`src/rtl/uart_pkg.sv`:
```
// Shared types and helpers for the UART transmitter.
package uart_pkg;

  localparam int unsigned UART_DATA_BITS = 8;

  typedef enum logic [2:0] {
    IDLE,
    START,
    DATA,
    PARITY,
    STOP
  } uart_tx_state_e;

  // Even parity: the returned bit makes the total count of ones even.
  function automatic logic calc_parity(input logic [7:0] d);
    return ^d;
  endfunction

endpackage

```
`src/rtl/uart_tx_fifo.sv`:
```
// Synchronous byte FIFO buffering core-side writes for the transmitter.
// A push while full is dropped even if a pop happens in the same cycle.
module uart_tx_fifo #(
  parameter int unsigned DEPTH = 8,
  parameter int unsigned WIDTH = 8
) (
  input  logic                   clk_i,
  input  logic                   rst_ni,
  input  logic                   push_i,
  input  logic [WIDTH-1:0]       data_i,
  input  logic                   pop_i,
  output logic [WIDTH-1:0]       data_o,
  output logic                   full_o,
  output logic                   empty_o,
  output logic [$clog2(DEPTH):0] count_o
);

  localparam int unsigned AW = $clog2(DEPTH);

  logic [WIDTH-1:0] mem_q [DEPTH];
  logic [AW-1:0]    wr_ptr_q;
  logic [AW-1:0]    rd_ptr_q;
  logic [AW:0]      count_q;
  logic             do_push;
  logic             do_pop;

  assign full_o  = (count_q == (AW+1)'(DEPTH));
  assign empty_o = (count_q == '0);
  assign do_push = push_i && !full_o;
  assign do_pop  = pop_i && !empty_o;
  assign data_o  = mem_q[rd_ptr_q];
  assign count_o = count_q;

  // Pointer and occupancy bookkeeping; pointers wrap naturally (DEPTH is a power of two).
  always_ff @(posedge clk_i) begin
    if (!rst_ni) begin
      wr_ptr_q <= '0;
      rd_ptr_q <= '0;
      count_q  <= '0;
    end else begin
      if (do_push) wr_ptr_q <= wr_ptr_q + 1'b1;
      if (do_pop)  rd_ptr_q <= rd_ptr_q + 1'b1;
      case ({do_push, do_pop})
        2'b10:   count_q <= count_q + 1'b1;
        2'b01:   count_q <= count_q - 1'b1;
        default: count_q <= count_q;
      endcase
    end
  end

  // Storage array, written on accepted pushes only.
  always_ff @(posedge clk_i) begin
    if (rst_ni && do_push) mem_q[wr_ptr_q] <= data_i;
  end

endmodule

```
`src/rtl/uart_tx.sv`:
```
// UART transmitter: FIFO-buffered bytes serialized as 8N1/8E1/8N2/8E2, LSB first.
// tx_o is registered from the current state, so the line trails the state by one
// clock; every bit still lasts div+1 clocks and frames are separated by one idle clock.
module uart_tx
  import uart_pkg::*;
#(
  parameter int unsigned FIFO_DEPTH = 8,
  parameter int unsigned DIV_W      = 16
) (
  input  logic                        clk_i,
  input  logic                        rst_ni,
  input  logic                        cfg_en_i,
  input  logic [DIV_W-1:0]            cfg_div_i,
  input  logic                        cfg_parity_en_i,
  input  logic                        cfg_stop2_i,
  input  logic [7:0]                  tx_data_i,
  input  logic                        tx_valid_i,
  output logic                        tx_ready_o,
  output logic                        tx_o,
  output logic                        busy_o,
  output logic [$clog2(FIFO_DEPTH):0] fifo_count_o
);

  uart_tx_state_e   state_q;
  logic [7:0]       shift_q;
  logic [2:0]       bit_idx_q;
  logic [DIV_W-1:0] baud_q;
  logic [DIV_W-1:0] div_q;
  logic             par_en_q;
  logic             stop2_q;
  logic             par_q;
  logic             stop_second_q;
  logic             tx_q;

  logic [7:0]       fifo_data;
  logic             fifo_full;
  logic             fifo_empty;
  logic             pop;
  logic             bit_done;

  assign pop      = (state_q == IDLE) && cfg_en_i && !fifo_empty;
  assign bit_done = (baud_q == '0);

  uart_tx_fifo #(
    .DEPTH (FIFO_DEPTH),
    .WIDTH (8)
  ) u_fifo (
    .clk_i   (clk_i),
    .rst_ni  (rst_ni),
    .push_i  (tx_valid_i),
    .data_i  (tx_data_i),
    .pop_i   (pop),
    .data_o  (fifo_data),
    .full_o  (fifo_full),
    .empty_o (fifo_empty),
    .count_o (fifo_count_o)
  );

  assign tx_ready_o = !fifo_full;
  assign busy_o     = (state_q != IDLE) || !fifo_empty;
  assign tx_o       = tx_q;

  // Frame sequencer: latches byte and config at pop, then walks start/data/parity/stop.
  always_ff @(posedge clk_i) begin
    if (!rst_ni) begin
      state_q       <= IDLE;
      shift_q       <= '0;
      bit_idx_q     <= '0;
      baud_q        <= '0;
      div_q         <= '0;
      par_en_q      <= 1'b0;
      stop2_q       <= 1'b0;
      par_q         <= 1'b0;
      stop_second_q <= 1'b0;
      tx_q          <= 1'b1;
    end else begin
      case (state_q)
        IDLE: begin
          tx_q <= 1'b1;
          if (pop) begin
            shift_q       <= fifo_data;
            par_q         <= calc_parity(fifo_data);
            div_q         <= cfg_div_i;
            baud_q        <= cfg_div_i;
            par_en_q      <= cfg_parity_en_i;
            stop2_q       <= cfg_stop2_i;
            bit_idx_q     <= '0;
            stop_second_q <= 1'b0;
            state_q       <= START;
          end
        end
        START: begin
          tx_q   <= 1'b0;
          baud_q <= bit_done ? div_q : baud_q - 1'b1;
          if (bit_done) state_q <= DATA;
        end
        DATA: begin
          tx_q   <= shift_q[0];
          baud_q <= bit_done ? div_q : baud_q - 1'b1;
          if (bit_done) begin
            shift_q   <= shift_q >> 1;
            bit_idx_q <= bit_idx_q + 1'b1;
            if (bit_idx_q == 3'(UART_DATA_BITS - 1)) begin
              state_q <= par_en_q ? PARITY : STOP;
            end
          end
        end
        PARITY: begin
          tx_q   <= par_q;
          baud_q <= bit_done ? div_q : baud_q - 1'b1;
          if (bit_done) state_q <= STOP;
        end
        STOP: begin
          tx_q   <= 1'b1;
          baud_q <= bit_done ? div_q : baud_q - 1'b1;
          if (bit_done) begin
            if (stop2_q && !stop_second_q) begin
              stop_second_q <= 1'b1;
            end else begin
              state_q <= IDLE;
            end
          end
        end
        default: begin
          tx_q    <= 1'b1;
          state_q <= IDLE;
        end
      endcase
    end
  end

endmodule

```
`config.mk`:
```
export PLATFORM = sky130hd
export DESIGN_NAME = uart_tx
export DESIGN_NICKNAME = d
export VERILOG_FILES = /design/src/rtl/uart_pkg.sv /design/src/rtl/uart_tx_fifo.sv /design/src/rtl/uart_tx.sv
export SDC_FILE = /design/constraint.sdc
export NUM_CORES = 1
export LEC_CHECK = 0
export BUFFER_PORTS_ARGS = -buffer_cell sky130_fd_sc_hd__buf_2
export CAP_MARGIN = 20
export CORE_MARGIN = 2
export CORE_UTILIZATION = 39
export DETAILED_ROUTE_END_ITERATION = 10
export HOLD_SLACK_MARGIN = 0.05
export PLACE_DENSITY_LB_ADDON = 0.05
export SLEW_MARGIN = 10
export SYNTH_ARGS = -nofsm -noshare
export SYNTH_HDL_FRONTEND = slang
export SYNTH_SLANG_ARGS = --single-unit
```
`constraint.sdc`:
```
create_clock -name clk_i -period 3.3 [get_ports clk_i]
set_clock_uncertainty 0.15 [all_clocks]
set_input_delay 0.165 -clock clk_i [delete_from_list [all_inputs] [get_ports clk_i]]
set_output_delay 0.165 -clock clk_i [all_outputs]
set_load 0.005 [all_outputs]
```
* Yosys cells after proc, flatten, opt, wreduce, memory -nomap -nowiden *
Memory sizes are Yosys's and may differ from the RTL's. A register that Yosys moved wholly into a read port is not among the register bits.
Cells that the tools add are included.

storage, ports and cells
  bits in registers = 61
  memory bits (writable) = 64
  output and inout bits = 7
  word-level logic and storage cells = 89
  memories kept = 1

memory list
  memory        words  bits a word  read ports  clocked after Yosys merged registers in  write ports  line                RTL
  u_fifo.mem_q  8      8            1           1                                        1            uart_tx_fifo.sv:20  logic [WIDTH-1:0] mem_q [DEPTH];

cells by class
  add/sub/neg operators = 6
  eq/ne operators = 16
  multiplexer cells = 28
  reductions and logical operators = 25

operators with widths
  kind                                                                   number
  3-bit two-way mux                                                      12
  16-bit two-way mux                                                     2
  16-bit one-hot mux with 2 select lines                                 1
  16-bit logical NOT                                                     1
  8-bit two-way mux                                                      2
  8-bit one-hot mux with 2 select lines                                  1
  16-bit by 1-bit subtractor with 16-bit output (second input constant)  1
  3-bit one-hot mux with 5 select lines                                  1
  2-bit != test (second input constant)                                  7
  3-bit by 1-bit adder with 3-bit output (second input constant)         3
  4-bit one-hot mux with 2 select lines                                  1
  2-bit nonzero test                                                     4
  8-bit parity                                                           1
  7-bit AND reduction                                                    1
  3-bit by 2-bit == test with 1-bit output (second input constant)       2
  3-bit == test (second input constant)                                  2
  1-bit logical AND                                                      6
  3-bit one-hot mux with 2 select lines                                  1
  1-bit two-way mux                                                      5
  4-bit by 1-bit adder with 4-bit output (second input constant)         1
  4-bit == test (second input constant)                                  1
  4-bit logical NOT                                                      1
  2-bit AND reduction                                                    2
  4-bit AND reduction                                                    1
  other kinds (13)                                                       15

* Logic depth before layout (Yosys ltp) *
Gate-level depths: netlist of run 1.

  word-level depth = 6
  gate-level depth with buffers = 13
  gate-level depth less buffers = 11

* By module *
A second synthesis of run 1 with hierarchy kept.

second synthesis, totals
  cells, all modules = 494
  area total of the unflattened synthesis = 5,815.6 um^2

by module, submodules not included
  module        times used  cells an instance  area an instance (um^2)
  uart_tx_fifo  1           168                3,086.7
  uart_tx       1           326                2,728.9

* Worst setup path after synthesis of run 1 *
No wires, ideal clock.

  path kind = register to register
  from = reg u_fifo.count_q[1] (netlist: u_fifo.count_o[1])
  to = reg u_fifo.count_q[2] (netlist: u_fifo.count_o[2])
  arrival = 2.603 ns
  setup slack = 0.471 ns
  stages on the path, launching flop included = 14
  path buffers = 2
  clock period less this slack = 2.829 ns
  path through = dfxtp_1 -> clkbuf_1 -> nor4_1 -> nor2b_1 -> nand2_1 -> inv_2 -> clkbuf_1 -> ha_1 -> xor2_1 -> ha_1 -> a21oi_1 -> xor2_1 -> or3_1 -> a21boi_0

on the way
  word-level cells in the longest chain between the ends = 6
  elaborated cells between the ends (all ways) = 13
  classes of those cells = add/sub (2); eq/ne (3); mux (1); reduce/logical (7)

RTL lines
  element                                                                      line                               RTL
  start: declaration                                                           uart_tx_fifo.sv:23                 logic [AW:0] count_q;
  start signal: assignment                                                     uart_tx_fifo.sv:44                 2'b10: count_q <= count_q + 1'b1;
  start signal: assignment                                                     uart_tx_fifo.sv:45                 2'b01: count_q <= count_q - 1'b1;
  start signal: assignment                                                     uart_tx_fifo.sv:46                 default: count_q <= count_q;
  4-bit logical NOT (*)                                                        uart_tx_fifo.sv:28                 assign empty_o = (count_q == '0);
  1-bit logical NOT (*)                                                        uart_tx_fifo.sv:30, uart_tx.sv:41
  1-bit logical AND                                                            uart_tx.sv:41                      assign pop = (state_q == IDLE) && cfg_en_i && !fifo_empty;
  1-bit logical AND (*)                                                        uart_tx_fifo.sv:30                 assign do_pop = pop_i && !empty_o;
  via u_fifo.do_pop                                                            uart_tx_fifo.sv:25                 logic do_pop;
  2-bit by 1-bit == test with 1-bit output or 2-bit == test (tied branches)    uart_tx_fifo.sv:43                 case ({do_push, do_pop})
  4-bit one-hot mux with 2 select lines or 2-bit nonzero test (tied branches)  --

Mark *: on every way through the listed nets, which the timed path passes. The rest lies on a longest branch.
A chain may end at the register's enable or synchronous reset.

* Worst setup path in the final report of run 1 *
  from = reg u_fifo.count_q[0] (netlist: u_fifo.count_o[0])
  to = reg u_fifo.count_q[2] (netlist: u_fifo.count_o[2])

on the way
  word-level cells in the longest chain between the ends = 6
  elaborated cells between the ends (all ways) = 13
  classes of those cells = add/sub (2); eq/ne (3); mux (1); reduce/logical (7)

RTL lines
  element                                                                      line
  4-bit logical NOT                                                            uart_tx_fifo.sv:28
  1-bit logical NOT                                                            uart_tx_fifo.sv:30, uart_tx.sv:41
  1-bit logical AND                                                            uart_tx.sv:41
  1-bit logical AND                                                            uart_tx_fifo.sv:30
  2-bit by 1-bit == test with 1-bit output or 2-bit == test (tied branches)    uart_tx_fifo.sv:43
  4-bit one-hot mux with 2 select lines or 2-bit nonzero test (tied branches)  --

Several ways; a longest one is shown, not always the timed one.

==> impl_metrics.csv, run 1 <==
group,metric,value,unit
grt,grt_max_degree,66,
critical_path,cp_data_arrival_time,3.24,ns
grt,grt_overflow,0,
routing,route.detailed.drc,0,
outcome,status,"finished, final reports clean",
die,die_w,126,µm
job,drv_cap,0,
power_and_ir_drop,combPwrFrac,33.6,%
timing,finalHoldViolCount,0,
finish,fin_nets,619,
timing,tightest_slew,1.05,ns
critical_path,slowest_delay,0.67,ns
cts,cts_resized,0,
synthesis,syn_area_per_cell,11.5,µm²
cts,insertion_delay,0.43,ns
die,rows,44,
power_and_ir_drop,power.switching,0.00219,W
power_and_ir_drop,max-vdd-ir-drop,0.000435,V
critical_path,path_class,"flop to flop",
synthesis,yosysSeqAreaShare,54.8,%
timing,whs,0.135,ns
timing,finalSetupViolCount,0,
synthesis,yosys_register_bits,128,
critical_path,worstPathMaxFanout,9,
timing,fmax,330,MHz
timing,period_minus_slack,3.03,ns
cts,cts_buffers,17,
cts,clock_sinks,128,
die,start_util,40.1,%
placement,place.port_buffers,36,
cts,cts_root_buf,"clkbuf_16",
finish,final_common_cell,"nand2_1",
routing,drt-total-wl,13200,µm
critical_path,crit_path_cell_trace,"nor4_1 -> nor2b_1 -> nand2_1 -> inv_2 -> ha_1 -> xor2_1 -> ha_1 -> a21oi_1 -> xor2_1 -> or3_1 -> a21boi_0",
routing,drtPass1Iterations,4,
grt,grt.total_usage,17.4,%
routing,num_vias,4124,
die,core_area,14600,µm²
synthesis,synth_enable_flop_cells,64,
synthesis,synthCells,510,
grt,grt_pass1_vias,4084,
timing,finalMaxSlewViolations,0,
cts,path_clk_slew,0.06,ns
grt,grt_pass1_wl,21300,µm
die,die_y,126,µm
timing,slew_headroom,30.0,%
synthesis,syn-num-nets,549,
power_and_ir_drop,p_sw_share,35.7,%
cts,cts_max_path_buffers,2,
hold_path,min_path_type,"input port to flop",
cts,ctsHoldBuffers,27,
finish,seq_area,3200,µm²
die,io_pins,37,
placement,hpwl,8500,µm
cts,cts_tree,"built",
grt,antenna_found_initial,0,
power_and_ir_drop,p_leak,2.62,nW
power_and_ir_drop,p_total,0.00613,W
power_and_ir_drop,seq_power_share,36.2,%
routing,drt_iter0_drc,276,
critical_path,cp.required,3.50,ns
timing,fin_crit_sh,91.9,%
synthesis,yosysUniqueCellTypes,58,
routing,wl_per_cell,17.0,µm
finish,syn2layout_area_growth,21.8,%
placement,gp_congestion,0.761,
finish,drive_above_1_share,16.2,%
cts,cts_htree_levels,4,
finish,multi_input_area,2480,µm²
die,dieArea,16000,µm²
finish,fillCellCount,1328,
critical_path,critical-path-slowest-cell,"nor4_1",
routing,viasPerCell,5.31,
cts,postCtsSetupRepairBufs,0,
timing,grt_setup_unrepaired,"false",
critical_path,setup.worst_path.end_class,"flop",
power_and_ir_drop,p_int,0.00394,W
synthesis,synthArstFlopShare,0,%
critical_path,crit_path_start_kind,"flop",
routing,ant_nets,0,
synthesis,synth_area,5840,µm²
finish,n_antenna_cell,0,
power_and_ir_drop,power.share.clock,30.3,%
finish,layout_common_cells,"75 x nand2_1, 64 x dfxtp_1, 64 x edfxtp_1",
synthesis,ys.warnings.count,0,
power_and_ir_drop,p_per_area,862,nW/µm²
synthesis,synth_ff_type,"edfxtp_1",
timing,setup_tns,0,ns
[synth_stat cells, drive strengths merged (2+ instances only)]
cell | instances | area share (%)
o21ai | 24 | 2.1
a21boi | 24 | 3.1
nand3b | 3 | 0.39
inv | 5 | 0.32
ha | 9 | 1.9
nand2b | 5 | 0.54
o211ai | 8 | 1.0
o22ai | 3 | 0.32
nor2b | 6 | 0.64
nand3 | 9 | 0.77
mux4 | 16 | 7.1
a211o | 6 | 0.90
and2 | 6 | 0.64
edfxtp | 64 | 33
dfxtp | 64 | 22
clkbuf | 25 | 1.6
nor4 | 7 | 1.0
nand4 | 2 | 0.21
xnor2 | 16 | 2.4
a21oi | 28 | 2.4
nand2 | 75 | 4.8
buf | 6 | 1.0
a31oi | 3 | 0.32
nor2 | 27 | 1.8
nor4bb | 2 | 0.34
or4 | 2 | 0.26
a211oi | 9 | 1.2
nor3b | 2 | 0.34
mux2i | 9 | 1.5
xor2 | 9 | 1.3
nor3 | 11 | 1.0
o211a | 10 | 1.7
[final timing paths]
path / start / to / slack (ns) / cells past startpoint
setup / recovery: u_fifo.count_o[0] / u_fifo.count_o[2] / 0.27 / 11
hold / removal: cfg_en_i / baud_q[0] / 0.13 / 5
setup reg to reg: u_fifo.count_o[0] / u_fifo.count_o[2] / 0.27 / 11
hold reg to reg: div_q[7] / div_q[7] / 0.32 / 2
[power by group through the flow]
stage | Combinational (W) | Clock (W) | Sequential, W
CTS | 0.00210 | 0.00191 | 0.00222
floorplan | 0.00160 | 0 | 0.00215
detailed placement | 0.00206 | 0 | 0.00225
global placement | 0.00204 | 0 | 0.00224
finish | 0.00206 | 0.00186 | 0.00222
global route | 0.00230 | 0.00198 | 0.00226
[layer usage]
metal / part of all wire (%) / wire length (µm) / track usage [%] / up-vias
met5: 0 / 0 / 0 / -
met4: 1.8 / 241 / 6.66 / 0
met3: 3.9 / 519 / 5.23 / 16
met2: 48 / 6300 / 28.2 / 73
met1: 46 / 6130 / 22.1 / 1989
li1: - / - / - / 2046
[stage by stage]
step / utilization (%) / setup WS, ns / cell area, µm² / cells
after CTS: 48.8 / 0.236 / 7120 / 777
after global placement: 42.9 / 0.350 / 6260 / 718
after global routing: 48.8 / 0.0314 / 7120 / 777
after detailed placement: 42.9 / 0.246 / 6260 / 718
final: 48.8 / 0.268 / 7120 / 777
after floorplan: - / 0.471 / 5840 / 510
[worst max-delay path, delay by kind of cell (launching register included)]
family                     cells  cell delay (ns)
AOI/OAI and AO/OA              2             0.30
adders and majority gates      2             0.46
and+or+nand+nor                4             1.32
xor gates and xnor gates       2             0.25
buffers and inverters          1             0.11
DFF                            1             0.38
[cell families (layout without fill, tap and decap cells)]
family,count (synthesis),in the layout,share of synthesized area [%]
multiplexers,25,25,8.67
buffers and inverters,36,119,2.93
XOR/XNOR,25,25,3.75
AND/OR/NAND/NOR,163,163,13.6
AO/OA/AOI/OAI,124,124,14.3
adder cells (fa/ha/maj),9,9,1.93
flip-flops,128,128,54.8
[registers in the layout, indices dropped and copies added, names as in the netlist, named ones only]
signal,count
baud_q,16
bit_idx_q,3
div_q,16
par_en_q,1
par_q,1
shift_q,8
state_q,3
stop2_q,1
stop_second_q,1
tx_o,1
u_fifo.count_o,4
u_fifo.mem_q,64
u_fifo.rd_ptr_q,3
u_fifo.wr_ptr_q,3
[final cells by class]
cell class                 count  share of cell area, %
clock inverter                15                   2.25
sequential                   128                   45.0
inverter                       5                  0.264
tap                          184                   3.24
timing repair buffer          82                   8.33
clock buffer                  17                   5.98
multi-input combinational    346                   34.9
(Power assumes the default switching activity.)
==> run 2, diff against run 1 <==
Settings changed: CTS_BUF_LIST set to sky130_fd_sc_hd__clkbuf_2, PLACE_DENSITY_LB_ADDON 0.05 to not set.
==> run 2 against run 1 <==
Net effect:
- first-iteration DRC count up 20%
- combinational power increased by 5%
- non-clock buffer count up 36
- final cell count is 4.8% higher
- critical path depth decreased by 3
- clock power fell by 47%
- largest power group unchanged
==> impl_metrics.csv, run 2 (synthesis gave the netlist of run 1 again) <==
group,metric,value,unit
finish,layout_common_cells,"75 x nand2_1, 64 x dfxtp_1, 64 x dlygate4sd3_1, 64 x edfxtp_1, 36 x buf_2",
grt,grt_overflow,0,
timing,setup_ws,0.253,ns
timing,grt_setup_unrepaired,"false",
critical_path,crit_path_start_kind,"flop",
timing,whs,0.111,ns
power_and_ir_drop,p_leak,2.66,nW
grt,grt.total_usage,17.1,%
placement,place_ws,0.523,ns
critical_path,slowest_delay,0.56,ns
critical_path,cp.required,3.83,ns
routing,ant_nets,0,
critical_path,crit_buf_inv,2,
finish,fillCellCount,1294,
critical_path,path_delay_family,"simple AND/OR/NAND/NOR gates",
finish,final_common_cell,"nand2_1",
critical_path,crit_path_cell_trace,"inv_1 -> ha_1 -> nor4b_1 -> nand2_1 -> or2_1 -> a211o_1 -> a31oi_1 -> dlygate4sd3_1",
routing,drtPass1Iterations,4,
placement,hpwl,7980,µm
critical_path,worstPathMaxFanout,20,
placement,gp_congestion,0.804,
timing,setup_tns,0,ns
routing,drt-total-wl,13000,µm
die,dieArea,16000,µm²
power_and_ir_drop,p_total,0.00537,W
critical_path,setup.worst_path.end_class,"flop",
routing,viasPerCell,5.26,
grt,grt_max_degree,66,
die,rows,44,
finish,top_regs,"u_fifo.mem_q x64, baud_q x16, div_q x16",
finish,fin_area,7130,µm²
placement,place.port_buffers,36,
cts,path_clk_slew,0.22,ns
timing,finalMaxSlewViolations,0,
finish,drive_above_1_share,14.8,%
grt,grt_pass1_wl,21400,µm
cts,cts_max_path_buffers,2,
cts,cts_resized,0,
die,die_w,126,µm
critical_path,cp_data_arrival_time,3.58,ns
outcome,status,"finished, final reports clean",
cts,cts_root_buf,"clkbuf_2",
grt,grt_pass1_vias,4268,
grt,antenna_found_initial,1,
finish,syn2layout_area_growth,22.0,%
cts,insertion_delay,0.72,ns
die,io_pins,37,
placement,placed_area,6240,µm²
finish,regMostFlops,"u_fifo.mem_q",
power_and_ir_drop,max-vdd-ir-drop,0.000409,V
timing,period_minus_slack,3.05,ns
routing,wl_per_cell,16.0,µm
routing,route.detailed.drc,0,
die,start_util,40.1,%
power_and_ir_drop,p_per_area,753,nW/µm²
finish,largest_reg_flops,64,
finish,fin_nets,655,
critical_path,critical-path-slowest-cell,"dlygate4sd3_1",
hold_path,min_path_type,"input port to flop",
cts,cts_buffers,17,
timing,finalSetupViolCount,0,
critical_path,path_class,"flop to flop",
timing,fmax,328,MHz
timing,slew_headroom,31.5,%
routing,drt_iter0_drc,331,
die,core_area,14600,µm²
job,drv_cap,0,
die,die_y,126,µm
timing,finalHoldViolCount,0,
cts,cts_htree_levels,4,
cts,cts_tree,"built",
routing,num_vias,4282,
timing,fin_crit_sh,92.3,%
cts,clock_sinks,128,
timing,tightest_slew,1.03,ns
## run 2: worst min-delay path, stage by stage
cell	delay (ns)
dlygate4sd3_1	0.53
buf_2	0.12
nand2_1	0.04
a21boi_0	0.07
## run 2: layout make-up
class	count	area (µm²)	share of cell area, %
sequential	128	3200	44.9
multi-input combinational	346	2470	34.6
timing repair buffer	118	956	13.4
tap	184	230	3.23
clock inverter	15	166	2.33
clock buffer	17	85.1	1.19
inverter	5	18.8	0.263
antenna	1	2.50	0.0351
## run 2: worst paths after layout
check,startpoint,to,slack (ns),cells past startpoint
worst max register to register,baud_q[0],baud_q[7],0.25,8
worst min-delay path,cfg_stop2_i,stop2_q,0.11,4
worst max-delay path,baud_q[0],baud_q[7],0.25,8
worst min register to register,bit_idx_q[2],bit_idx_q[2],0.33,2
## run 2: metrics by stage
stage | utilization (%) | cells
finish | 48.9 | 814
global placement | 42.7 | 717
global route | 48.9 | 814
detailed placement | 42.7 | 717
floorplan | - | 510
CTS | 48.9 | 813
## run 2: per-layer routing
layer | vias to the layer above | GRT usage, % | share of wire [%]
li1 | 2123 | - | -
met1 | 2052 | 21.1 | 44
met2 | 98 | 28.9 | 50
met3 | 9 | 5.06 | 4.9
met4 | 0 | 5.11 | 0.94
met5 | - | 0 | 0
## run 2: report_power, final
group	leakage, nW	switching (W)	internal, W
clock	0.149	0.000674	0.000313
combinational	1.41	0.00119	0.000973
sequential	1.10	0.000282	0.00194
## run 2: what timing repair did
action / 4_1_cts / 5_1_grt
endpoints found under the hold margin: 180 / 0
buffers inserted: 0 / 0
hold buffers: 64 / 0
